===== src/rtl/dmem_pkg.sv =====
// Shared types and constants for the data-memory responder.
//   dmem_state_t  : responder FSM state encoding
//   dmem_req_t    : latched load/store request payload
//   dmem_addr_err : alignment / range fault check for a byte address
package dmem_pkg;

    localparam int unsigned DMEM_WORD_W = 32;
    localparam int unsigned DMEM_STRB_W = 4;
    localparam int unsigned DMEM_ADDR_W = 32;
    localparam int unsigned DMEM_CNT_W  = 4;

    typedef enum logic [1:0] {
        ST_IDLE = 2'd0,
        ST_WAIT = 2'd1,
        ST_RESP = 2'd2
    } dmem_state_t;

    typedef struct packed {
        logic                   we;
        logic [DMEM_ADDR_W-1:0] addr;
        logic [DMEM_WORD_W-1:0] wdata;
        logic [DMEM_STRB_W-1:0] wstrb;
    } dmem_req_t;

    // Fault when the address is not word aligned or the word index is past the array.
    function automatic logic dmem_addr_err(input logic [DMEM_ADDR_W-1:0] addr,
                                           input int unsigned            depth);
        logic [DMEM_ADDR_W-1:0] word_idx;
        word_idx = {2'b00, addr[DMEM_ADDR_W-1:2]};
        return (addr[1:0] != 2'b00) || (word_idx >= DMEM_ADDR_W'(depth));
    endfunction

endpackage


===== src/rtl/dmem_array.sv =====
// DEPTH x 32-bit synchronous RAM with byte-lane write enables.
//   clk   : clock
//   en    : access enable; read and (optional) write happen on this edge
//   we    : write enable, qualified by wstrb
//   wstrb : byte-lane enables, bit i covers wdata[8i+7:8i]
//   addr  : word index
//   wdata : write data
//   rdata : registered read data (old contents on a write)
module dmem_array
    import dmem_pkg::*;
#(
    parameter int unsigned DEPTH = 64,
    parameter int unsigned AW    = 6
) (
    input  logic                   clk,
    input  logic                   en,
    input  logic                   we,
    input  logic [DMEM_STRB_W-1:0] wstrb,
    input  logic [AW-1:0]          addr,
    input  logic [DMEM_WORD_W-1:0] wdata,
    output logic [DMEM_WORD_W-1:0] rdata
);

    logic [DMEM_WORD_W-1:0] mem_q [DEPTH];
    logic [DMEM_WORD_W-1:0] rdata_q;
    logic [DMEM_WORD_W-1:0] rdata_d;

    // Read register only updates on an access so the response holds while stalled.
    always_comb begin
        rdata_d = rdata_q;
        if (en) begin
            rdata_d = mem_q[addr];
        end
    end

    always_ff @(posedge clk) begin
        rdata_q <= rdata_d;
    end

    // Storage is intentionally unreset; only enabled byte lanes are written.
    always_ff @(posedge clk) begin
        if (en && we) begin
            for (int i = 0; i < int'(DMEM_STRB_W); i++) begin
                if (wstrb[i]) begin
                    mem_q[addr][8*i +: 8] <= wdata[8*i +: 8];
                end
            end
        end
    end

    assign rdata = rdata_q;

endmodule


===== src/rtl/dmem_responder.sv =====
// Data-memory responder: one outstanding load/store, fixed wait states,
// valid/ready request and response channels.
//   clk, reset_n            : clock, async active-low reset
//   req_valid / req_ready   : request handshake
//   req_we, req_addr,
//   req_wdata, req_wstrb    : request payload (sampled only on acceptance)
//   rsp_valid / rsp_ready   : response handshake
//   rsp_rdata, rsp_err      : load data (0 for stores/faults) and fault flag
module dmem_responder
    import dmem_pkg::*;
#(
    parameter int unsigned DEPTH   = 64,
    parameter int unsigned LATENCY = 2
) (
    input  logic                   clk,
    input  logic                   reset_n,
    input  logic                   req_valid,
    output logic                   req_ready,
    input  logic                   req_we,
    input  logic [DMEM_ADDR_W-1:0] req_addr,
    input  logic [DMEM_WORD_W-1:0] req_wdata,
    input  logic [DMEM_STRB_W-1:0] req_wstrb,
    output logic                   rsp_valid,
    input  logic                   rsp_ready,
    output logic [DMEM_WORD_W-1:0] rsp_rdata,
    output logic                   rsp_err
);

    localparam int unsigned AW = (DEPTH > 1) ? $clog2(DEPTH) : 1;
    localparam logic [DMEM_CNT_W-1:0] CNT_LOAD =
        DMEM_CNT_W'((LATENCY > 0) ? (LATENCY - 1) : 0);

    dmem_state_t            state_q, state_d;
    logic [DMEM_CNT_W-1:0]  cnt_q, cnt_d;
    dmem_req_t              req_q, req_d;
    logic                   req_ready_q, req_ready_d;
    logic                   rsp_valid_q, rsp_valid_d;
    logic                   rsp_err_q, rsp_err_d;
    logic                   load_ok_q, load_ok_d;

    dmem_req_t              req_in;
    dmem_req_t              acc;
    logic                   acc_fire;
    logic                   acc_err;
    logic [DMEM_WORD_W-1:0] arr_rdata;

    assign req_in.we    = req_we;
    assign req_in.addr  = req_addr;
    assign req_in.wdata = req_wdata;
    assign req_in.wstrb = req_wstrb;

    // Next-state, access strobe and response register updates.
    always_comb begin
        state_d   = state_q;
        cnt_d     = cnt_q;
        req_d     = req_q;
        rsp_err_d = rsp_err_q;
        load_ok_d = load_ok_q;
        acc       = req_q;
        acc_fire  = 1'b0;

        case (state_q)
            ST_IDLE: begin
                if (req_valid && req_ready_q) begin
                    req_d = req_in;
                    if (LATENCY == 0) begin
                        // Zero wait states: the acceptance edge is also the access edge.
                        acc      = req_in;
                        acc_fire = 1'b1;
                        state_d  = ST_RESP;
                    end else begin
                        cnt_d   = CNT_LOAD;
                        state_d = ST_WAIT;
                    end
                end
            end
            ST_WAIT: begin
                if (cnt_q == '0) begin
                    acc_fire = 1'b1;
                    state_d  = ST_RESP;
                end else begin
                    cnt_d = cnt_q - DMEM_CNT_W'(1);
                end
            end
            ST_RESP: begin
                if (rsp_ready) begin
                    state_d = ST_IDLE;
                end
            end
            default: begin
                state_d = ST_IDLE;
            end
        endcase

        acc_err = dmem_addr_err(acc.addr, DEPTH);

        if (acc_fire) begin
            rsp_err_d = acc_err;
            load_ok_d = !acc.we && !acc_err;
        end

        // Handshake outputs are registered copies of the next state.
        req_ready_d = (state_d == ST_IDLE);
        rsp_valid_d = (state_d == ST_RESP);
    end

    always_ff @(posedge clk or negedge reset_n) begin
        if (!reset_n) begin
            state_q     <= ST_IDLE;
            cnt_q       <= '0;
            req_q       <= '0;
            req_ready_q <= 1'b1;
            rsp_valid_q <= 1'b0;
            rsp_err_q   <= 1'b0;
            load_ok_q   <= 1'b0;
        end else begin
            state_q     <= state_d;
            cnt_q       <= cnt_d;
            req_q       <= req_d;
            req_ready_q <= req_ready_d;
            rsp_valid_q <= rsp_valid_d;
            rsp_err_q   <= rsp_err_d;
            load_ok_q   <= load_ok_d;
        end
    end

    // Faulting accesses never touch the array.
    dmem_array #(
        .DEPTH (DEPTH),
        .AW    (AW)
    ) u_array (
        .clk   (clk),
        .en    (acc_fire && !acc_err),
        .we    (acc.we),
        .wstrb (acc.wstrb),
        .addr  (acc.addr[AW+1:2]),
        .wdata (acc.wdata),
        .rdata (arr_rdata)
    );

    assign req_ready = req_ready_q;
    assign rsp_valid = rsp_valid_q;
    assign rsp_err   = rsp_err_q;
    // Stores, faults and reset present zero; the array read register holds the load word.
    assign rsp_rdata = load_ok_q ? arr_rdata : '0;

endmodule


===== config.mk =====
export PLATFORM = sky130hd
export DESIGN_NAME = dmem_responder
export DESIGN_NICKNAME = d
export VERILOG_FILES = /design/src/rtl/dmem_pkg.sv /design/src/rtl/dmem_array.sv /design/src/rtl/dmem_responder.sv
export SDC_FILE = /design/constraint.sdc
export NUM_CORES = 2
export LEC_CHECK = 0
export BUFFER_PORTS_ARGS = -buffer_cell sky130_fd_sc_hd__buf_2
export CORE_MARGIN = 4
export CORE_UTILIZATION = 50
export CTS_CLUSTER_SIZE = 14
export DETAILED_ROUTE_END_ITERATION = 7
export GPL_TIMING_DRIVEN = 0
export PLACE_DENSITY_LB_ADDON = 0.2
export SYNTH_ARGS = -nofsm -noshare
export SYNTH_HDL_FRONTEND = slang
export SYNTH_SLANG_ARGS = --single-unit

===== constraint.sdc =====
create_clock -name clk -period 9.4 [get_ports clk]
set_clock_uncertainty 0.15 [all_clocks]
set_input_delay 0 -clock clk [delete_from_list [all_inputs] [get_ports clk]]
set_output_delay 0 -clock clk [all_outputs]
set_load 0.02 [all_outputs]

==> results.py <==
metrics = {
    "place": {
        "gp_congestion": 0.903,
        "dp_slack_ns": 4.12,
        "placed_area_um2": 86600,
        "portBuffers": 107,
        "dp.final_hpwl_um": 171000,
        "dp.cells": 6621,
    },
    "floorplan": {
        "io_pins": 108,
        "num_rows": 148,
        "die_w_um": 414,
        "start_util_pct": 50.5,
        "fp.dieArea_um2": 172000,
        "core_um2": 164000,
        "fp.dieH_um": 414,
    },
    "power_and_ir_drop": {
        "totalPowerFinal_mw": 30.3,
        "p_comb_share_pct": 30.3,
        "irDropWorstVdd_uv": 421,
        "p_switching_mw": 10.5,
        "pwr-share-clk_pct": 27.3,
        "power.density_nw_per_um2": 319,
        "p_seq_share_pct": 42.4,
        "swShare_pct": 34.6,
        "p_leak_nw": 29.9,
        "p_int_mw": 19.8,
    },
    "sta": {
        "min_period_over_period_pct": 58.9,
        "worst_hold_slack_ns": 0.0657,
        "layout_setup_ws_ns": 3.86,
        "rsz0062_at_grt": "no",
        "max_freq_mhz": 181,
        "final_hold_viol_count": 0,
        "worst_pin_slew_ns": 1.49,
        "finalSetupViolCount": 0,
        "drv_slew": 0,
        "fin_crit_ns": 5.54,
        "finalSetupTns_ns": 0,
        "slew_headroom_pct": 0.564,
    },
    "route": {
        "wl_per_cell_um": 33.4,
        "drtIter0Drc": 5882,
        "wl_um": 239000,
        "vias_per_cell": 6.32,
        "drt_pass1_iterations": 6,
        "final_antenna_net_count": 0,
        "routed-via-count": 45200,
        "drcViolationCount": 0,
    },
    "synth": {
        "ys_types": 61,
        "yosys-top-cells-count": "2080 x edfxtp_1, 350 x nor2_1, 251 x mux4_2",
        "ys_warn_count": 0,
        "synth_cells": 4303,
        "yosysTopAreaCellShare_pct": 75.6,
        "ys.flop_type": "edfxtp_1",
        "ys_ff_latch": 2159,
        "synth_edf_count": 2080,
        "avgSynthCellArea_um2": 19.2,
        "synth_async_sr_flop_share_pct": 3.66,
        "yosysSeqAreaShare_pct": 78.0,
        "synthTopCellsByArea": "edfxtp_1 76%, mux4_2 6.8%, mux2i_1 2.9%",
        "yosysMostFrequentCell": "edfxtp_1",
        "syn-num-nets": 4378,
        "yosysTopAreaCell": "edfxtp_1",
        "netlist_area_um2": 82600,
    },
    "flow_run": {
        "drv_cap": 1,
    },
    "cts": {
        "clock_sinks": 2159,
        "cts.path.max_buffers": 3,
        "cts_resized": 0,
        "post_cts_buffers": 0,
        "path_clk_slew_ns": 0.06,
        "insertion_delay_ns": 0.84,
        "ctsRootBufferMaster": "clkbuf_16",
        "cts_hold_buf": 159,
        "h-tree-depth": 4,
        "cts_tree": "done",
        "cts_buffers": 210,
    },
    "status": {
        "violations": "capacitance limit",
        "status": "finished, violations left",
    },
    "worst_setup_path": {
        "start_kind": "flop",
        "cp_cell_sequence": "buf_2 > buf_2 > and3b_1 > clkbuf_1 > clkbuf_1 > clkbuf_1 > nand2_1 > nor2_1",
        "cp_max_fo": 10,
        "required_ns": 9.67,
        "r2r_end": "u_array.mem_q[5][25]",
        "critPathKind": "reg2reg",
        "reg2reg_depth": 8,
        "r2r-start": "acc[38]",
        "crit_buf_inv": 5,
        "end_kind": "flop",
        "reg2reg_slack_ns": 3.86,
        "worst_path_most_repeated_cell": "clkbuf_1",
        "critPathTopFamily": "buffers and inverters",
        "worstPathArrival_ns": 5.81,
        "slowest_stage": "nor2_1",
        "slowest_delay_ns": 1.11,
        "cp.depth": 8,
    },
    "final_layout": {
        "syn2layout_area_growth_pct": 14.9,
        "nets": 4893,
        "fin_area_um2": 94900,
        "final_layout_size_suffix_gt1_share_pct": 17.8,
        "fill_cells": 12100,
        "fin_util_pct": 58.1,
        "multi_input_area_um2": 16800,
        "regArea_um2": 64500,
        "final_cells": 7163,
    },
    "global_routing": {
        "antenna_found_initial": 6,
        "grt-ovfl-total": 0,
        "grt_use_total_pct": 27.6,
        "grt_start_max_net_pins": 66,
        "grt_pass1_wl_um": 336000,
        "grt_pass1_vias": 45100,
    },
    "worst_hold_path": {
        "min-delay-path-class": "in2async",
    },
}
[final cells by class]
type	count	share of cell area, %
inverter	8	0.0316
buffer	293	1.41
tap	2175	2.87
clock buffer	262	5.86
multi-input combinational	1843	17.7
clock inverter	119	1.16
sequential	2159	67.9
timing repair buffer	303	3.04
antenna	1	0.00264
[flip-flops by register name (all words and copies together) (netlist names)]
signal	cells
u_array.mem_q	2048
acc	69
u_array.rdata	32
cnt_q	4
state_q	2
load_ok_q	1
req_ready	1
rsp_err	1
rsp_valid	1
[cells by family (layout without fill, tap and decap cells)]
| kind of cell | Yosys count | after routing | share of synthesized area (%) |
|---|---|---|---|
| AO/OA/AOI/OAI | 692 | 692 | 6.26 |
| XOR/XNOR | 2 | 2 | 0.0212 |
| adder cells (fa/ha/maj) | 2 | 2 | 0.0303 |
| buffers and inverters | 301 | 985 | 1.65 |
| flip-flops | 2159 | 2159 | 78.0 |
| multiplexers | 574 | 574 | 10.9 |
| other | 0 | 1 | 0 |
| AND/OR/NAND/NOR | 573 | 573 | 3.11 |
[how the worst max path moves through the flow]
stage               startpoint               endpoint
detailed placement     acc[38]   u_array.mem_q[5][25]
CTS                    acc[38]   u_array.mem_q[5][25]
global placement      cnt_q[0]   u_array.mem_q[9][22]
floorplan             cnt_q[0]  u_array.mem_q[10][16]
finish                 acc[38]   u_array.mem_q[5][25]
global route           acc[38]   u_array.mem_q[5][25]
[worst reg2reg max path: stages, from the launching register on]
cell and delay (ns):
dfrtp_1 0.32, buf_2 0.13, buf_2 0.28, and3b_1 0.20
clkbuf_1 0.56, clkbuf_1 0.72, clkbuf_1 1.11, nand2_1 0.54
nor2_1 1.11
[cells in the final DEF, fill, tap and decap left out, drive strengths merged, types with 18 or more instances in the layout]
cell and n:
edfxtp 2080, clkbuf 455, nor2 351, mux4 251, buf 245, a221oi 239, mux2i 236, a22oi 167
dlygate4sd3 158, o22ai 114, nand2 93, clkinv 93, mux2 87, dfrtp 78, o21ai 70, o211ai 59
and2 35, nand4 34, bufinv 18
[power groups by stage]
stage	clock, mW	sequential, mW	combinational [mW]
floorplan	0	13.1	4.41
finish	8.26	12.8	9.16
detailed placement	0	13.0	8.93
global route	8.73	12.9	9.52
global placement	0	14.1	7.49
CTS	8.30	12.8	9.05
[layer usage]
metal	vias to the layer above	track usage (%)	share of wire, %
met2	2383	45.6	49
li1	18800	-	-
met3	474	5.61	8.7
met5	-	0	0.0075
met1	23600	36.4	38
met4	2	10.6	4.3
No activity file was read; power rests on OpenSTA's default activity.
